## src/rtl/gp_apb_axis_pkg.sv

```systemverilog
// Shared types for the APB-completer to AXI-Stream request/response bridge.
// Holds the FSM state encoding and the fixed-width tuser fields.
package gp_apb_axis_pkg;

  typedef enum logic [1:0] {
    IDLE = 2'd0,
    REQ  = 2'd1,
    RSP  = 2'd2,
    DONE = 2'd3
  } state_e;

  // fwd tuser carries {pwrite, paddr}; bwd tuser carries only the error flag
  localparam int unsigned FWD_TUSER_WRITE_W = 1;
  localparam int unsigned BWD_TUSER_W       = 1;

endpackage

```

## src/rtl/gp_apb_to_axis_bridge.sv

```systemverilog
// APB completer: each APB transfer becomes one fwd request beat, completed by one bwd response beat.
// An optional timeout ends the access with PSLVERR; late responses are then drained and discarded.
module gp_apb_to_axis_bridge
  import gp_apb_axis_pkg::*;
#(
  parameter int unsigned APB_ADDR_WIDTH = 32,
  parameter int unsigned APB_DATA_WIDTH = 32,
  parameter int unsigned AXI_DATA_WIDTH = 32,
  parameter int unsigned AXI_USER_WIDTH = APB_ADDR_WIDTH + FWD_TUSER_WRITE_W,
  parameter int unsigned TIMEOUT_CYCLES = 256,
  parameter int unsigned STALE_WIDTH    = 4
) (
  input  logic                      clk_i,
  input  logic                      rst_i,
  input  logic [APB_ADDR_WIDTH-1:0] paddr_i,
  input  logic [APB_DATA_WIDTH-1:0] pwdata_i,
  input  logic                      psel_i,
  input  logic                      penable_i,
  input  logic                      pwrite_i,
  output logic [APB_DATA_WIDTH-1:0] prdata_o,
  output logic                      pready_o,
  output logic                      pslverr_o,
  output logic [AXI_DATA_WIDTH-1:0] fwd_tdata_o,
  output logic [AXI_USER_WIDTH-1:0] fwd_tuser_o,
  output logic                      fwd_tvalid_o,
  input  logic                      fwd_tready_i,
  input  logic [AXI_DATA_WIDTH-1:0] bwd_tdata_i,
  input  logic [BWD_TUSER_W-1:0]    bwd_tuser_i,
  input  logic                      bwd_tvalid_i,
  output logic                      bwd_tready_o
);

  localparam int unsigned TO_W    = (TIMEOUT_CYCLES > 1) ? $clog2(TIMEOUT_CYCLES) : 1;
  localparam int unsigned TO_LAST = (TIMEOUT_CYCLES > 0) ? TIMEOUT_CYCLES - 1 : 0;
  localparam logic [STALE_WIDTH-1:0] STALE_MAX = '1;

  state_e                    state_q, state_d;
  logic                      fwd_tvalid_q;
  logic [AXI_DATA_WIDTH-1:0] fwd_tdata_q;
  logic [AXI_USER_WIDTH-1:0] fwd_tuser_q;
  logic [APB_DATA_WIDTH-1:0] prdata_q;
  logic                      pslverr_q;
  logic [TO_W-1:0]           to_cnt_q;
  logic [STALE_WIDTH-1:0]    stale_q;
  logic                      setup_wait_q;

  logic capture, rsp_done, to_done, stale_inc;
  logic fwd_hs, bwd_hs, stale_hs, rsp_hs, to_en, to_hit;

  assign pready_o     = (state_q == DONE);
  assign bwd_tready_o = (state_q == RSP) | (stale_q != '0);
  assign fwd_tvalid_o = fwd_tvalid_q;
  assign fwd_tdata_o  = fwd_tdata_q;
  assign fwd_tuser_o  = fwd_tuser_q;
  assign prdata_o     = prdata_q;
  assign pslverr_o    = pslverr_q;

  assign fwd_hs   = fwd_tvalid_q & fwd_tready_i;
  assign bwd_hs   = bwd_tready_o & bwd_tvalid_i;
  assign stale_hs = bwd_hs & (stale_q != '0);
  assign rsp_hs   = bwd_hs & (state_q == RSP) & (stale_q == '0);
  // A saturated stale counter means no room to track another abandoned response
  assign to_en    = (TIMEOUT_CYCLES != 0) && (stale_q != STALE_MAX);
  assign to_hit   = to_en && (to_cnt_q == TO_W'(TO_LAST));

  always_ff @(posedge clk_i) begin
    if (rst_i) state_q <= IDLE;
    else       state_q <= state_d;
  end

  always_comb begin
    state_d   = state_q;
    capture   = 1'b0;
    rsp_done  = 1'b0;
    to_done   = 1'b0;
    // a request abandoned by a REQ timeout still owes a response once it handshakes
    stale_inc = fwd_hs & (state_q != REQ);
    case (state_q)
      IDLE: begin
        // a SETUP blocked by an abandoned request is accepted later even though it is now in ACCESS
        if (psel_i & (~penable_i | setup_wait_q) & ~fwd_tvalid_q) begin
          capture = 1'b1;
          state_d = REQ;
        end
      end
      REQ: begin
        if (fwd_hs) begin
          state_d = RSP;
        end else if (to_hit) begin
          to_done = 1'b1;
          state_d = DONE;
        end
      end
      RSP: begin
        if (rsp_hs) begin
          rsp_done = 1'b1;
          state_d  = DONE;
        end else if (to_hit) begin
          to_done   = 1'b1;
          stale_inc = 1'b1;
          state_d   = DONE;
        end
      end
      DONE:    state_d = IDLE;
      default: state_d = IDLE;
    endcase
  end

  always_ff @(posedge clk_i) begin
    if (rst_i) begin
      fwd_tvalid_q <= 1'b0;
      fwd_tdata_q  <= '0;
      fwd_tuser_q  <= '0;
      prdata_q     <= '0;
      pslverr_q    <= 1'b0;
      to_cnt_q     <= '0;
      stale_q      <= '0;
      setup_wait_q <= 1'b0;
    end else begin
      if (capture) begin
        fwd_tvalid_q <= 1'b1;
        fwd_tdata_q  <= pwdata_i;
        fwd_tuser_q  <= AXI_USER_WIDTH'({pwrite_i, paddr_i});
      end else if (fwd_hs) begin
        fwd_tvalid_q <= 1'b0;
      end

      if (rsp_done) begin
        prdata_q  <= bwd_tdata_i;
        pslverr_q <= bwd_tuser_i[0];
      end else if (to_done) begin
        prdata_q  <= '0;
        pslverr_q <= 1'b1;
      end

      // saturating at the last count keeps an expired budget expired while the timeout is disabled
      if (capture)
        to_cnt_q <= '0;
      else if (((state_q == REQ) || (state_q == RSP)) && (to_cnt_q != TO_W'(TO_LAST)))
        to_cnt_q <= to_cnt_q + TO_W'(1);

      case ({stale_inc, stale_hs})
        2'b10:   stale_q <= stale_q + STALE_WIDTH'(1);
        2'b01:   stale_q <= stale_q - STALE_WIDTH'(1);
        default: stale_q <= stale_q;
      endcase

      if (capture | ~psel_i)
        setup_wait_q <= 1'b0;
      else if ((state_q == IDLE) & ~penable_i & fwd_tvalid_q)
        setup_wait_q <= 1'b1;
    end
  end

endmodule
```

## config.mk

```make
export PLATFORM = sky130hd
export DESIGN_NAME = gp_apb_to_axis_bridge
export DESIGN_NICKNAME = d
export VERILOG_FILES = /design/src/rtl/gp_apb_axis_pkg.sv /design/src/rtl/gp_apb_to_axis_bridge.sv
export SDC_FILE = /design/constraint.sdc
export NUM_CORES = 1
export LEC_CHECK = 0
export ABC_AREA = 1
export BUFFER_PORTS_ARGS = -buffer_cell sky130_fd_sc_hd__clkbuf_2
export CAP_MARGIN = 15
export CORE_ASPECT_RATIO = 1.75
export CORE_MARGIN = 2
export CORE_UTILIZATION = 47
export CTS_CLUSTER_SIZE = 28
export DETAILED_ROUTE_END_ITERATION = 8
export GPL_ROUTABILITY_DRIVEN = 0
export PLACE_DENSITY_LB_ADDON = 0.1
export RECOVER_POWER = 50
export SYNTH_ARGS = -nofsm -noshare
export SYNTH_HDL_FRONTEND = slang
export SYNTH_SLANG_ARGS = --single-unit
export TNS_END_PERCENT = 50
```

## constraint.sdc

```tcl
create_clock -name clk_i -period 3.5 [get_ports clk_i]
set_clock_uncertainty 0.05 [all_clocks]
set_input_delay 0.175 -clock clk_i [delete_from_list [all_inputs] [get_ports clk_i]]
set_output_delay 0.175 -clock clk_i [all_outputs]
set_load 0.03 [all_outputs]
```

Word level (Yosys, flattened, before mapping)

Cells that the tools add are included.

Register bits: 114
Latch bits: 0
Bits in writable memories: 0
ROM bits: 0
Bits of input ports: 104
Output and inout bits: 101
Word-level logic and storage cells: 72
Memories kept: 0

Add/subtract/negate cells: 3
$mul: 0
Divide/modulo/power cells: 0
Magnitude comparators: 0
Eq/ne operators: 10
Shifts and indexed selects: 0
Mux-type cells: 23
Bitwise gates (word level): 16
Reductions and logical operators: 11

Operator list:

| kind                  | number |
|---|---|
| $mux W32              | 2 |
| $mux W1               | 14 |
| $and A1 B1 Y1         | 10 |
| $add A8 B1 Y8 const B | 1 |
| $eq A8 B8 Y1 const B  | 1 |
| $mux W2               | 4 |
| $ne A8 B8 Y1 const B  | 1 |
| $pmux W2 S4           | 1 |
| $pmux W4 S2           | 1 |
| $eq A2 B2 Y1 const B  | 3 |
| $reduce_bool A2 Y1    | 3 |
| $add A4 B1 Y4 const B | 1 |
| $eq A2 B1 Y1 const B  | 2 |
| $logic_not A4 Y1      | 1 |
| $ne A4 B4 Y1 const B  | 1 |
| $reduce_bool A4 Y1    | 1 |
| $reduce_or A2 Y1      | 2 |
| $sub A4 B1 Y4 const B | 1 |
| $not A1 Y1            | 3 |
| $or A1 B1 Y1          | 3 |
| $logic_and A1 B1 Y1   | 2 |
| $logic_not A2 Y1      | 1 |
| $ne A2 B1 Y1 const B  | 1 |
| $ne A2 B2 Y1 const B  | 1 |
| other kinds (2)       | 2 |

Longest topological paths before layout

Depth after elaboration: 9
Depth in mapped cells: 17
Gate-level depth less buffers: 16

Worst setup path after synthesis

OpenSTA, ideal clock, no wires.

Kind: register to register
From: register state_q[0]
To: register stale_q[2]
Library setup time: 0.115 ns
Data arrival time: 2.346 ns
Data required time: 3.335 ns
Setup slack: 0.988 ns
Cell stages (with the launch flop): 17
Buffers on the path: 1
Clock period less this slack: 2.512 ns
Cell sequence: dfxtp_1 -> inv_1 -> ha_1 -> inv_1 -> nor3_4 -> buf_6 -> nor2_1 -> a21oi_1 -> ha_1 -> nand2_1 -> inv_1 -> nor2_1 -> ha_1 -> a21oi_1 -> xnor2_1 -> o21ai_0 -> inv_1

Word-level cells in the longest chain between the ends: 9
Elaborated cells on any way between the ends: 15
Those cells by class: eq/ne (4); mux (4); bitwise (6); reduce/logical (1)

Ends and longest elaborated chain:

| what                                                     | line                                                                                  | text |
|---|---|---|
| start, declared                                          | gp_apb_to_axis_bridge.sv:37                                                           | `state_e state_q, state_d;` |
| start signal, assigned                                   | gp_apb_to_axis_bridge.sv:68                                                           | `else state_q <= state_d;` |
| $eq A2 B2 Y1                                             | gp_apb_to_axis_bridge.sv:51, gp_apb_to_axis_bridge.sv:61, gp_apb_to_axis_bridge.sv:78 |  |
| $or A1 B1 Y1                                             | gp_apb_to_axis_bridge.sv:51                                                           | `assign bwd_tready_o = (state_q == RSP) \| (stale_q != '0);` |
| $and A1 B1 Y1                                            | gp_apb_to_axis_bridge.sv:59                                                           | `assign bwd_hs = bwd_tready_o & bwd_tvalid_i;` |
| $and A1 B1 Y1 (2 in series)                              | gp_apb_to_axis_bridge.sv:61                                                           | `assign rsp_hs = bwd_hs & (state_q == RSP) & (stale_q == '0);` |
| $mux W1                                                  | gp_apb_to_axis_bridge.sv:95                                                           | `if (rsp_hs) begin` |
| $mux W1                                                  | gp_apb_to_axis_bridge.sv:78                                                           | `case (state_q)` |
| $eq A2 B1 Y1 / $eq A2 B2 Y1 (equally long branches)      | gp_apb_to_axis_bridge.sv:142                                                          | `case ({stale_inc, stale_hs})` |
| $pmux W4 S2 / $reduce_bool A2 Y1 (equally long branches) | n/a                                                                                   |  |
| end signal, assigned                                     | gp_apb_to_axis_bridge.sv:143                                                          | `2'b10: stale_q <= stale_q + STALE_WIDTH'(1);` |
| end signal, assigned                                     | gp_apb_to_axis_bridge.sv:144                                                          | `2'b01: stale_q <= stale_q - STALE_WIDTH'(1);` |
| end signal, assigned                                     | gp_apb_to_axis_bridge.sv:145                                                          | `default: stale_q <= stale_q;` |
| end, declared                                            | gp_apb_to_axis_bridge.sv:44                                                           | `logic [STALE_WIDTH-1:0] stale_q;` |

Parallel ways exist; a longest one is shown, timed or not.
A chain may end at the register's enable or synchronous reset.

Final worst setup path

From: register to_cnt_q[0]
To: register stale_q[2]

Word-level cells in the longest chain between the ends: 7
Elaborated cells on any way between the ends: 9
Those cells by class: eq/ne (3); mux (4); reduce/logical (2)

Ends and longest elaborated chain:

| what                                                     | line                         | text |
|---|---|---|
| start, declared                                          | gp_apb_to_axis_bridge.sv:43  | `logic [TO_W-1:0] to_cnt_q;` |
| start signal, assigned                                   | gp_apb_to_axis_bridge.sv:140 | `to_cnt_q <= to_cnt_q + TO_W'(1);` |
| $eq A8 B8 Y1 (*)                                         | gp_apb_to_axis_bridge.sv:64  | `assign to_hit = to_en && (to_cnt_q == TO_W'(TO_LAST));` |
| $logic_and A1 B1 Y1 (*)                                  | gp_apb_to_axis_bridge.sv:64  |  |
| $mux W1 (*)                                              | gp_apb_to_axis_bridge.sv:98  | `end else if (to_hit) begin` |
| $mux W1 (*)                                              | gp_apb_to_axis_bridge.sv:95  |  |
| $mux W1 (*)                                              | gp_apb_to_axis_bridge.sv:78  |  |
| $eq A2 B1 Y1 / $eq A2 B2 Y1 (equally long branches)      | gp_apb_to_axis_bridge.sv:142 |  |
| $pmux W4 S2 / $reduce_bool A2 Y1 (equally long branches) | n/a                          |  |

Mark *: on every way between the ends. The rest lies on a longest branch, timed or not.

==> flow_summary.ini <==
[outcome]
status = finished clean

[clocking]
clkLatencyLatePin_ps = 400
cts_resized = 0
cts_setup_buffers = 0
cts_buffer_depth = 2
cts.sink_count = 114
htree_levels = 4
cts_tree = built
ctsHoldBuffers = 97
numCtsBuffers = 17
clk_pin_slew_ps = 50
root_buffer = clkbuf_16

[floorplan]
die_h_um = 133
start_util_pct = 47.8
dieArea_um2 = 10400
rows = 47
ioPinCount = 205
core-area_um2 = 9410
die_w_um = 77.9

[route]
totalWireLength_um = 13800
drtIter0Drc = 281
via_count = 4988
drc_errors = 0
wl_per_cell_um = 13.8
viasPerCell = 4.97
ant_nets = 0
drt_first_pass_iters = 5

[timing]
finalMaxSlewViolations = 0
slew_headroom_pct = 29.2
min_period_ps = 2600
finalSetupTns_ps = 0
period_share_pct = 74.4
hold_violations = 0
grt_setup_unrepaired = false
setup-violations-final = 0
fmax_mhz = 384
worstMarginPinSlew_ps = 1060
worst_slack_ps = 895

[worst_setup_path]
crit_type = reg -> reg
arrival_ps = 2850
cp-end-kind = register
slowest_stage = dfxtp_1
path_max_fanout = 4
crit_cells = 15
cp-start-kind = register
cp_slowest_stage_delay_ps = 370
crit_family = simple AND/OR/NAND/NOR gates
r2r_cells = 15
path_buf_inv = 2
worstPathRequired_ps = 3750
path_cells = ha_1 > nand2_1 > nor2_1 > nand3_1 > nor2_1 > a21oi_1 > ha_1 > nand2_1 > inv_1 > nor2_1 > ha_1 > a21oi_1 > xnor2_1 > o21ai_0 > inv_1

[cells_and_area]
areaGrowthSynthToFinish_pct = 52.4
final_cell_area_um2 = 6850
post_route_cells_drive_above_1_share_pct = 16.0
utilization_pct = 72.8
fillers = 760
n_antenna_cell = 0
fin_nets = 983

[logic_synthesis]
ys_seq_area_share_pct = 50.8
synth_common_cells = 201 x nand2_1, 114 x dfxtp_1, 111 x a21oi_1
yosysUniqueCellTypes = 26
syn_inst = 581
ys.flop_type = dfxtp_1
synth_area_per_cell_um2 = 7.74
ys_async_sr_fraction_pct = 0
synth_edf_count = 0
synth_top_area_share_pct = 50.8
ys.warnings.count = 0
synth_area_leaders = dfxtp_1 51%, nand2_1 17%, a21oi_1 12%
syn_nets = 694
yosysMostFrequentCell = nand2_1
yosysTopAreaCell = dfxtp_1
ys_ff_latch = 114
netlist_area_um2 = 4490

[global_route]
antenna_found_initial = 0
grt_pass1_vias = 4990
grt.total_usage_pct = 27.0
grt_max_degree = 66
grt_pass1_wl_um = 22400
grt_overflow = 0

[power]
p_total_mw = 3.59
p_leak_nw = 2.80
ir_worst_vdd_mv = 0.407
power.density_nw_per_um2 = 524

[hold_path]
holdPathStages = 4
hp-class = in -> reg

[place]
place_area_um2 = 5470
pre_cts_ws_ps = 1020
dp_hpwl_um = 8380
place.port_buffers = 204

[flow_run]
maxCapViolCount = 0
==> per-stage QoR <==
| stage | instances | hold slack, ps |
|---|---|---|
| 2_1_floorplan | 581 | 268 |
| 3_3_place_gp | 876 | 357 |
| 3_5_place_dp | 876 | 362 |
| 4_1_cts | 1004 | 35.7 |
| 5_1_grt | 1004 | 46.7 |
| 6_report | 1004 | 46.9 |
==> where the power goes <==
group          internal, mW  total, mW  switching [mW]
Clock                  1.02       1.57           0.550
Sequential             1.36       1.41          0.0461
Combinational         0.233      0.610           0.377
Total                  2.62       3.59           0.973
==> routing by layer <==
| metal | vias to the layer above | part of all wire [%] | global-route usage [%] |
|---|---|---|---|
| met5 | - | 0 | 0 |
| met4 | 0 | 4.8 | 15.8 |
| met3 | 53 | 6.4 | 7.72 |
| met2 | 215 | 52 | 47.0 |
| met1 | 2263 | 37 | 28.6 |
| li1 | 2457 | - | - |
==> layout by cell type (no fill, tap or decap) <==
cell type      netlist  routed
nand3_2              1       1
nand3_1             42      42
clkinv_2             0       5
ha_1                 9       9
dlygate4sd3_1        0      97
clkbuf_16            0      17
nor2_2               2       1
nor3_4               1       1
nor3_1               3       3
o211ai_1             1       1
inv_1               26      26
clkbuf_1            16     106
inv_2                1       1
buf_4                6       4
nand2_2              2       1
xor2_1               3       3
dfxtp_1            114     114
nand4_1              1       1
a21boi_2             1       1
a31oi_4              1       1
clkbuf_2             0     102
o21ai_0              5       5
bufinv_16            0       1
nand2_1            201     202
nor2_1              19      20
or2_2                1       1
clkbuf_8             0       3
inv_4                1       1
a21oi_1            111     111
xnor2_1              1       1
==> path summary, 6_finish.rpt <==
| path | startpoint | end | slack [ps] |
|---|---|---|---|
| worst max-delay path | to_cnt_q[0] | stale_q[2] | 900 |
| worst min-delay path | penable_i | setup_wait_q | 50 |
| worst max register to register | to_cnt_q[0] | stale_q[2] | 900 |
| worst min register to register | fwd_tuser_o[31] | fwd_tuser_o[31] | 410 |
==> cell families (layout without fill, tap and decap cells) <==
logic type | Yosys count | in the layout | share of synthesized area, %
compound gates | 119 | 119 | 13.8
xor+xnor | 4 | 4 | 0.780
fa+ha+maj | 9 | 9 | 2.51
buf+inv | 62 | 363 | 7.32
flops | 114 | 114 | 50.8
simple gates | 273 | 273 | 24.8
==> flip-flops by register name, indices dropped and copies added (netlist names) <==
name	flops
fwd_tuser_o	33
fwd_tvalid_o	1
to_cnt_q	8
prdata_o	32
stale_q	4
setup_wait_q	1
state_q	2
fwd_tdata_o	32
pslverr_o	1
==> cell type report <==
cell class | count | area (um2) | share of cell area, %
clock buffer | 25 | 485 | 7.09
clock inverter | 6 | 55.1 | 0.804
inverter | 28 | 108 | 1.57
multi-input combinational | 405 | 1880 | 27.4
sequential | 114 | 2280 | 33.3
tap | 122 | 153 | 2.23
timing repair buffer | 304 | 1890 | 27.6
==> worst register-to-register path: stages (launching register included) <==
cell and delay (ps):
dfxtp_1 370, ha_1 180, nand2_1 100, nor2_1 240, nand3_1 200, nor2_1 140
a21oi_1 100, ha_1 230, nand2_1 100, inv_1 40, nor2_1 190, ha_1 190
a21oi_1 50, xnor2_1 130, o21ai_0 140, inv_1 50
Note: power is estimated with default switching activity, not from simulation.
